<file path="src/rtl/seg7_pkg.sv">
// Shared types, glyph constants and BCD-to-segment decode for the 7-segment scan driver.
// Segment vectors are active-low, ordered {g,f,e,d,c,b,a}.
package seg7_pkg;

  typedef logic [6:0] seg_t;

  localparam seg_t SEG_0     = 7'b1000000;
  localparam seg_t SEG_1     = 7'b1111001;
  localparam seg_t SEG_2     = 7'b0100100;
  localparam seg_t SEG_3     = 7'b0110000;
  localparam seg_t SEG_4     = 7'b0011001;
  localparam seg_t SEG_5     = 7'b0010010;
  localparam seg_t SEG_6     = 7'b0000010;
  localparam seg_t SEG_7     = 7'b1111000;
  localparam seg_t SEG_8     = 7'b0000000;
  localparam seg_t SEG_9     = 7'b0010000;
  localparam seg_t SEG_DASH  = 7'b0111111;
  localparam seg_t SEG_BLANK = 7'b1111111;

  function automatic seg_t bcd_to_seg(input logic [3:0] code);
    seg_t seg;
    case (code)
      4'd0:    seg = SEG_0;
      4'd1:    seg = SEG_1;
      4'd2:    seg = SEG_2;
      4'd3:    seg = SEG_3;
      4'd4:    seg = SEG_4;
      4'd5:    seg = SEG_5;
      4'd6:    seg = SEG_6;
      4'd7:    seg = SEG_7;
      4'd8:    seg = SEG_8;
      4'd9:    seg = SEG_9;
      default: seg = SEG_DASH;
    endcase
    return seg;
  endfunction

endpackage

</file>
<file path="src/rtl/seg7_decoder.sv">
// Combinational BCD digit decoder with blank override; non-BCD codes render as a dash.
module seg7_decoder
  import seg7_pkg::*;
(
  input  logic [3:0] i_code,
  input  logic       i_blank,
  output logic [6:0] o_seg
);

  always_comb begin
    o_seg = i_blank ? SEG_BLANK : bcd_to_seg(i_code);
  end

endmodule

</file>
<file path="src/rtl/seg7_scan_driver.sv">
// Time-multiplexed common-anode scanner: per-frame digit snapshot, leading-zero blanking,
// all-off guard at the start of every slot, fully registered outputs.
module seg7_scan_driver
  import seg7_pkg::*;
#(
  parameter int NUM_DIGITS  = 4,
  parameter int REFRESH_DIV = 100000,
  parameter int GUARD       = 2
) (
  input  logic                    i_clk,
  input  logic                    i_rst,
  input  logic [4*NUM_DIGITS-1:0] i_digits,
  input  logic [NUM_DIGITS-1:0]   i_dp,
  input  logic                    i_blank_lz,
  output logic [NUM_DIGITS-1:0]   o_an,
  output logic [6:0]              o_seg,
  output logic                    o_dp,
  output logic                    o_frame
);

  localparam int CW = (REFRESH_DIV > 1) ? $clog2(REFRESH_DIV) : 1;
  localparam int IW = (NUM_DIGITS > 1) ? $clog2(NUM_DIGITS) : 1;
  localparam logic [CW-1:0] CNT_LAST = CW'(REFRESH_DIV - 1);
  localparam logic [CW-1:0] GUARD_C  = CW'(GUARD);
  localparam logic [IW-1:0] IDX_LAST = IW'(NUM_DIGITS - 1);

  logic [CW-1:0]           cnt_q, cnt_d;
  logic [IW-1:0]           idx_q, idx_d;
  logic [4*NUM_DIGITS-1:0] snap_dig_q, snap_dig_d;
  logic [NUM_DIGITS-1:0]   snap_dp_q, snap_dp_d;
  logic [NUM_DIGITS-1:0]   an_q, an_d;
  logic [6:0]              seg_q, seg_d;
  logic                    dp_q, dp_d;
  logic                    frame_q, frame_d;

  logic       frame_start;
  logic       active;
  logic [3:0] sel_code;
  logic       sel_dp;
  logic       sel_blank;
  logic       all_zero;
  logic [6:0] dec_seg;

  always_comb begin
    frame_start = (cnt_q == '0) && (idx_q == '0);
    active      = (cnt_q >= GUARD_C);

    cnt_d = (cnt_q == CNT_LAST) ? '0 : cnt_q + 1'b1;
    idx_d = idx_q;
    if (cnt_q == CNT_LAST) begin
      idx_d = (idx_q == IDX_LAST) ? '0 : idx_q + 1'b1;
    end

    snap_dig_d = frame_start ? i_digits : snap_dig_q;
    snap_dp_d  = frame_start ? i_dp     : snap_dp_q;
    frame_d    = frame_start;
  end

  // Walk from the most significant digit down so all_zero means "this digit and all above are 0".
  always_comb begin
    all_zero  = 1'b1;
    sel_code  = '0;
    sel_dp    = 1'b0;
    sel_blank = 1'b0;
    for (int k = NUM_DIGITS - 1; k >= 0; k--) begin
      all_zero = all_zero && (snap_dig_q[4*k +: 4] == 4'd0);
      if (idx_q == IW'(k)) begin
        sel_code  = snap_dig_q[4*k +: 4];
        sel_dp    = snap_dp_q[k];
        sel_blank = i_blank_lz && (k != 0) && all_zero;
      end
    end
  end

  seg7_decoder u_decoder (
    .i_code  (sel_code),
    .i_blank (sel_blank),
    .o_seg   (dec_seg)
  );

  always_comb begin
    an_d  = '1;
    seg_d = SEG_BLANK;
    dp_d  = 1'b1;
    if (active) begin
      for (int k = 0; k < NUM_DIGITS; k++) begin
        an_d[k] = (idx_q != IW'(k));
      end
      seg_d = dec_seg;
      dp_d  = ~sel_dp;
    end
  end

  always_ff @(posedge i_clk) begin
    if (i_rst) begin
      cnt_q      <= '0;
      idx_q      <= '0;
      snap_dig_q <= '0;
      snap_dp_q  <= '0;
      an_q       <= '1;
      seg_q      <= SEG_BLANK;
      dp_q       <= 1'b1;
      frame_q    <= 1'b0;
    end else begin
      cnt_q      <= cnt_d;
      idx_q      <= idx_d;
      snap_dig_q <= snap_dig_d;
      snap_dp_q  <= snap_dp_d;
      an_q       <= an_d;
      seg_q      <= seg_d;
      dp_q       <= dp_d;
      frame_q    <= frame_d;
    end
  end

  assign o_an    = an_q;
  assign o_seg   = seg_q;
  assign o_dp    = dp_q;
  assign o_frame = frame_q;

endmodule

</file>
<file path="config.mk">
export PLATFORM = sky130hd
export DESIGN_NAME = seg7_scan_driver
export DESIGN_NICKNAME = d
export VERILOG_FILES = /design/src/rtl/seg7_pkg.sv /design/src/rtl/seg7_decoder.sv /design/src/rtl/seg7_scan_driver.sv
export SDC_FILE = /design/constraint.sdc
export NUM_CORES = 1
export LEC_CHECK = 0
export BUFFER_PORTS_ARGS = -buffer_cell sky130_fd_sc_hd__buf_2
export CAP_MARGIN = 20
export CORE_MARGIN = 2
export CORE_UTILIZATION = 45
export DETAILED_ROUTE_END_ITERATION = 12
export GPL_TIMING_DRIVEN = 0
export PLACE_DENSITY = 0.65
export REMOVE_ABC_BUFFERS = 1
export SYNTH_ARGS = -nofsm -noshare
export SYNTH_HDL_FRONTEND = slang
export SYNTH_HIERARCHICAL = 1
export SYNTH_SLANG_ARGS = --single-unit
</file>
<file path="constraint.sdc">
create_clock -name i_clk -period 8.25 [get_ports i_clk]
set_clock_uncertainty 0.1 [all_clocks]
set_input_delay 1.65 -clock i_clk [delete_from_list [all_inputs] [get_ports i_clk]]
set_output_delay 1.65 -clock i_clk [all_outputs]
set_load 0.005 [all_outputs]
</file>
# Word-level counts from Yosys, hierarchy flattened
# Memory sizes are Yosys's and may differ from the RTL's. A register that Yosys moved wholly into a read port is not among the register bits.
# Index checks and enable logic that the tools add are counted.
[totals]
regBits = 45
mem_bits_ro = 112
in_bits = 23
output_inout_bits = 13
n_memories = 1
[classes]
n_addsub = 2
n_lt_le_gt_ge = 1
eq_ne = 7
n_mux = 13
n_bitwise = 2
reduce_logical = 15
[memory_table]
columns = ["name", "depth", "width", "read_ports", "rd_clocked_by_memory_dff", "wr", "line", "rtl"]
rows = [
  ["(no name shown)", 16, 7, 1, 1, 0, "seg7_pkg.sv:22", "case (code)"],
]
[ops]
columns = ["op", "n"]
rows = [
  ["$add A17 B1 Y17 const B", 1],
  ["$eq A17 B17 Y1 const B", 1],
  ["$ge A17 B2 Y1 const B", 1],
  ["$logic_not A17 Y1", 1],
  ["$mux W4", 4],
  ["$logic_not A4 Y1", 3],
  ["$mux W1", 8],
  ["$logic_and A1 B1 Y1", 6],
  ["$eq A2 B2 Y1 const B", 2],
  ["$ne A2 B2 Y1 const B", 2],
  ["$reduce_or A2 Y1", 2],
  ["$reduce_or A3 Y1", 1],
  ["$add A2 B1 Y2 const B", 1],
  ["$eq A2 B1 Y1 const B", 1],
  ["$logic_not A2 Y1", 1],
  ["$mux W2", 1],
  ["$ne A2 B1 Y1 const B", 1],
  ["$not A1 Y1", 2],
  ["$reduce_bool A2 Y1", 1],
]

# Logic depth before layout (Yosys ltp)
[logic_depth]
depth_word = 7
depth_mapped = 13

# Hierarchy
# The synthesis kept the hierarchy.
[by_module_without_submodules]
columns = ["mod", "n_inst", "cells_per_inst", "area_per_inst_um2", "seq_area_each_um2"]
rows = [
  ["seg7_scan_driver", 1, 272, 2327.2, 1041.0],
  ["seg7_decoder", 1, 35, 232.7, 0.0],
]

# Least setup slack after synthesis
# OpenSTA, ideal clock, no wires.
[synth_timing]
path_type = "register to register"
from = "register idx_q[0]"
to = "register seg_q[0], in the netlist o_seg[0]"
setup_ps = 126
t_arrival_ps = 2497
required_time_ps = 8024
setup_slack_ps = 5527
path_stages_with_launch = 14
n_path_buf = 1
period_less_slack_ps = 2723
cell_sequence = "dfxtp_1 > inv_1 > ha_1 > clkbuf_1 > nand3b_1 > a21oi_1 > a21oi_1 > o21ai_0 > inv_1 > ha_1 > or2_0 > a211oi_2 > nor2_1 > nand2b_1"
[synth_lines]
columns = ["item", "line", "rtl"]
rows = [
  ["from (decl)", "seg7_scan_driver.sv:28", "logic [IW-1:0] idx_q, idx_d;"],
  ["from (signal assigned)", "seg7_scan_driver.sv:106", "idx_q <= idx_d;"],
  ["$eq A2 B2 Y1", "seg7_scan_driver.sv:67", "if (idx_q == IW'(k)) begin"],
  ["$mux W4 (3 in a row)", "seg7_scan_driver.sv:67", ""],
  ["$mux W4 (*)", "seg7_scan_driver.sv:67", ""],
  ["net sel_code[1]", "seg7_scan_driver.sv:38", "logic [3:0] sel_code;"],
  ["to (decl)", "seg7_scan_driver.sv:32", "logic [6:0] seg_q, seg_d;"],
]
# Mark *: on every way through the listed nets, which the timed path passes. The rest lies on a longest branch.
# A chain may end at the register's enable or synchronous reset.

# Worst setup path after layout
# Ends and elaborated chain as after synthesis.

==> impl_results.md <==
- Outcome: finished, final reports clean
- Final min period: slightly above 3000 ps
- Sw Pwr: 0.000127 W
- Largest family of logic cells by synthesized area: simple AND/OR/NAND/NOR gates
- Wire per inst: 12.2 um
- R2R Path Start: idx_q[0]
- Yosys synthesis warning count: 6
- Vias per cell: 5.15
- DR pass1 iterations: 4
- Post-synthesis cell type count: 40
- Worst-Margin Slew: just over 1000 ps
- Worst EP required: 8310 ps
- Area share of and/or/nand/nor cells after synthesis: 27.2%
- Slew headroom: between 30% and 40%
- Clk root buf: clkbuf_8
- Fin. Hold Viols: 0
- Mapped cell area: 2560 um2
- Clk_lat worst skew: 300 ps
- Port Buffer Count: 35
- Post-route ant nets: 0
- Synthesized flop and latch total: 52
- Sequential fraction of the synthesis area: between 40 and 50%
- Fin. max-slew vios: 0
- Post-CTS Setup Bufs: 0
- Fin worst setup slack: 5210 ps
- Drt total wl: roughly 5000 um
- Top-level port count: 36
- Core Area: ~5500 um2
- Largest net degree at the start of global routing: 43
- DP Cell Count: 398
- R2R setup slack: 5210 ps
- Mux share of post-synthesis cell area: 8.21%
- Tcrit/Tclk final: 36.9%
- Max FO, Critical Path: 12
- CTS tree: yes
- Hold depth: 2
- CP Capture Type: register
- First-pass GRT wire length: approximately 8200 um
- Nets: 371
- R2R cell count: 12
- Num CTS Buffers: 5
- Sw Share: 25.1%
- FP Rows: 27
- Pre-CTS WS: 4490 ps
- Post-Synth XOR/XNOR Area: 4.11%
- Gr usage total: 16.1%
- DP Wirelength: 3490 um
- Combinational power share: 15.5%
- DR DRC count: 0
- Vias: 2,102
- CTS sink cnt: 52
- Asr flop ratio synth: 0%
- Fin Hold WS: between 300 and 400 ps
- Worst-case clock buffer depth: 2
- Critical path class: register to register
- Number of global-route vias before repair: 1,879
- Worst-path clk slew: 90 ps
- Adder-cell share of the synthesized area: 5.87%
- Hold_buf cts: 0
- FF-to-FF End: o_seg[0]
- Fmax: 329 MHz
- Sequential power share: 54.6%
- VDD IR-drop max: roughly 0.00011 V
- Global route total overflow: 0
- Fin Setup TNS: 0 ps
- Hold_sp: snap_dig_q[0]
- Routability cong.: 0.813
- Cell internal pwr: 0.000380 W
- Area grow syn2layout: 13.1%
- Synth Instances: 307
- Worst min path class: register to register
- CP Launch Type: register
- Layout cells sized above 1: 15.2%
- Die area: between 6000 and 7000 um2
- Antenna Cells: 0
- Max-cap violation count: 0
- Initial DRC count: 137
- # resized after CTS: 0
- Clock network fraction of total power: 29.9%
- Initial core utilization: 46.5%
- Syn Area/Cell: 8.34 um2
- Synth Area in Compound Gates: 8.99%
- Main synth FF type: dfxtp_1
- Post-Layout Cell Count: slightly above 400
- Hold path endpoint: snap_dig_q[0]
- RSZ-0062 raised after global routing: false
- Pwr Density: 175 nW/um2
- EDFF count, synth: 0
- Leakage: 1.14 nW
- H-tree level count: 2
- Finish-stage setup viols: 0
- Arrival time worst endpoint: 3100 ps
- Initial antenna violation count: 0
- Die W: 79.4 um
- Die Y: 79.4 um
power groups by stage:
stage,Combinational (W),Clock [W],Sequential (W)
floorplan,0.0000529,0,0.000282
global placement,0.0000744,0,0.000282
detailed placement,0.0000775,0,0.000283
CTS,0.0000777,0.000158,0.000277
global route,0.0000892,0.000167,0.000279
finish,0.0000785,0.000152,0.000277
cell type report:
cell class / count / area, um2
multi-input combinational: 224 / 1390
fill: 539 / 2610
clock buffer: 7 / 96.3
tap: 72 / 90.1
timing repair buffer: 39 / 223
sequential: 52 / 1040
inverter: 14 / 52.6
state kept, by name (all words and copies together) (netlist names):
register and count:
o_frame 1, idx_q 2, o_seg 7, cnt_q 17, snap_dig_q 16, o_dp 1, snap_dp_q 4, o_an 4
stage by stage:
step / instance area (um2) / total power (W) / utilization, %
after floorplan: 2480 / 0.000335 / -
after global placement: 2750 / 0.000357 / 49.9
after detailed placement: 2770 / 0.000360 / 50.2
after CTS: 2860 / 0.000512 / 52.0
after global routing: 2890 / 0.000535 / 52.6
final: 2890 / 0.000507 / 52.6
worst max-delay path, cell delays in order (launching register included):
cell      delay, ps
dfxtp_1         410
inv_1            90
ha_1            340
nand3b_1        210
a21oi_1         170
a21oi_1          60
o21ai_0         480
inv_1           170
ha_1            210
or2_0           210
a211oi_2        260
nor2_1           70
nand2b_1        130
layer usage:
layer / share of wire [%] / GRT usage [%] / wire length (um) / vias to the layer above
met5: 0 / 0 / 0 / -
li1: - / - / - / 1095
met1: 46 / 19.4 / 2290 / 962
met4: 0.86 / 4.14 / 43 / 0
met3: 4.1 / 3.05 / 202 / 7
met2: 49 / 29.3 / 2450 / 38
logic make-up after synthesis:
family	count (synthesis)
fa+ha+maj	12
mux	21
flops	52
xor+xnor	12
simple gates	139
compound gates	40
buf+inv	31
worst max-delay path by stage:
| stage | startpoint | end | cells past startpoint |
|---|---|---|---|
| after floorplan | i_rst | cnt_q[10] | 3 |
| after global placement | i_rst | cnt_q[3] | 4 |
| after detailed placement | i_rst | cnt_q[4] | 4 |
| after CTS | i_rst | cnt_q[5] | 4 |
| after global routing | idx_q[0] | o_seg[3] | 12 |
| final | idx_q[0] | o_seg[0] | 12 |
layout by cell type, fill, tap and decap left out, drive strengths merged, types with 3 or more instances in the layout:
cell | synthesis | final
nand2 | 58 | 58
dfxtp | 52 | 52
buf | 5 | 38
nor2 | 23 | 23
mux2i | 21 | 21
a21oi | 18 | 18
inv | 13 | 13
o21ai | 13 | 13
ha | 12 | 12
nand2b | 11 | 11
xnor2 | 9 | 9
or4 | 9 | 9
nor4 | 8 | 8
clkbuf | 12 | 8
nand3 | 7 | 7
nand4 | 5 | 5
nand3b | 4 | 4
o31ai | 3 | 3
xor2 | 3 | 3
synth_stat cells (2+ instances only):
master,count,area [um2]
a21oi_1,18,90.1
xnor2_1,9,78.8
nand4_1,5,31.3
nand2b_1,11,68.8
ha_1,12,150
and3_1,2,12.5
buf_2,3,15.0
buf_4,2,15.0
mux2i_1,21,210
nand3b_1,4,30.0
o21bai_1,2,15.0
xor2_1,3,26.3
or3_1,2,12.5
clkbuf_1,12,45.0
nor3_1,2,10.0
nand3_1,7,35.0
nor4_1,8,50.1
o31ai_1,3,22.5
o21ai_1,3,15.0
inv_1,13,48.8
o21ai_0,9,45.0
nor2_1,23,86.3
or4_4,2,22.5
dfxtp_1,52,1040
or4_1,7,52.6
nand2_1,58,218
Note: power is estimated with default switching activity, not from simulation.
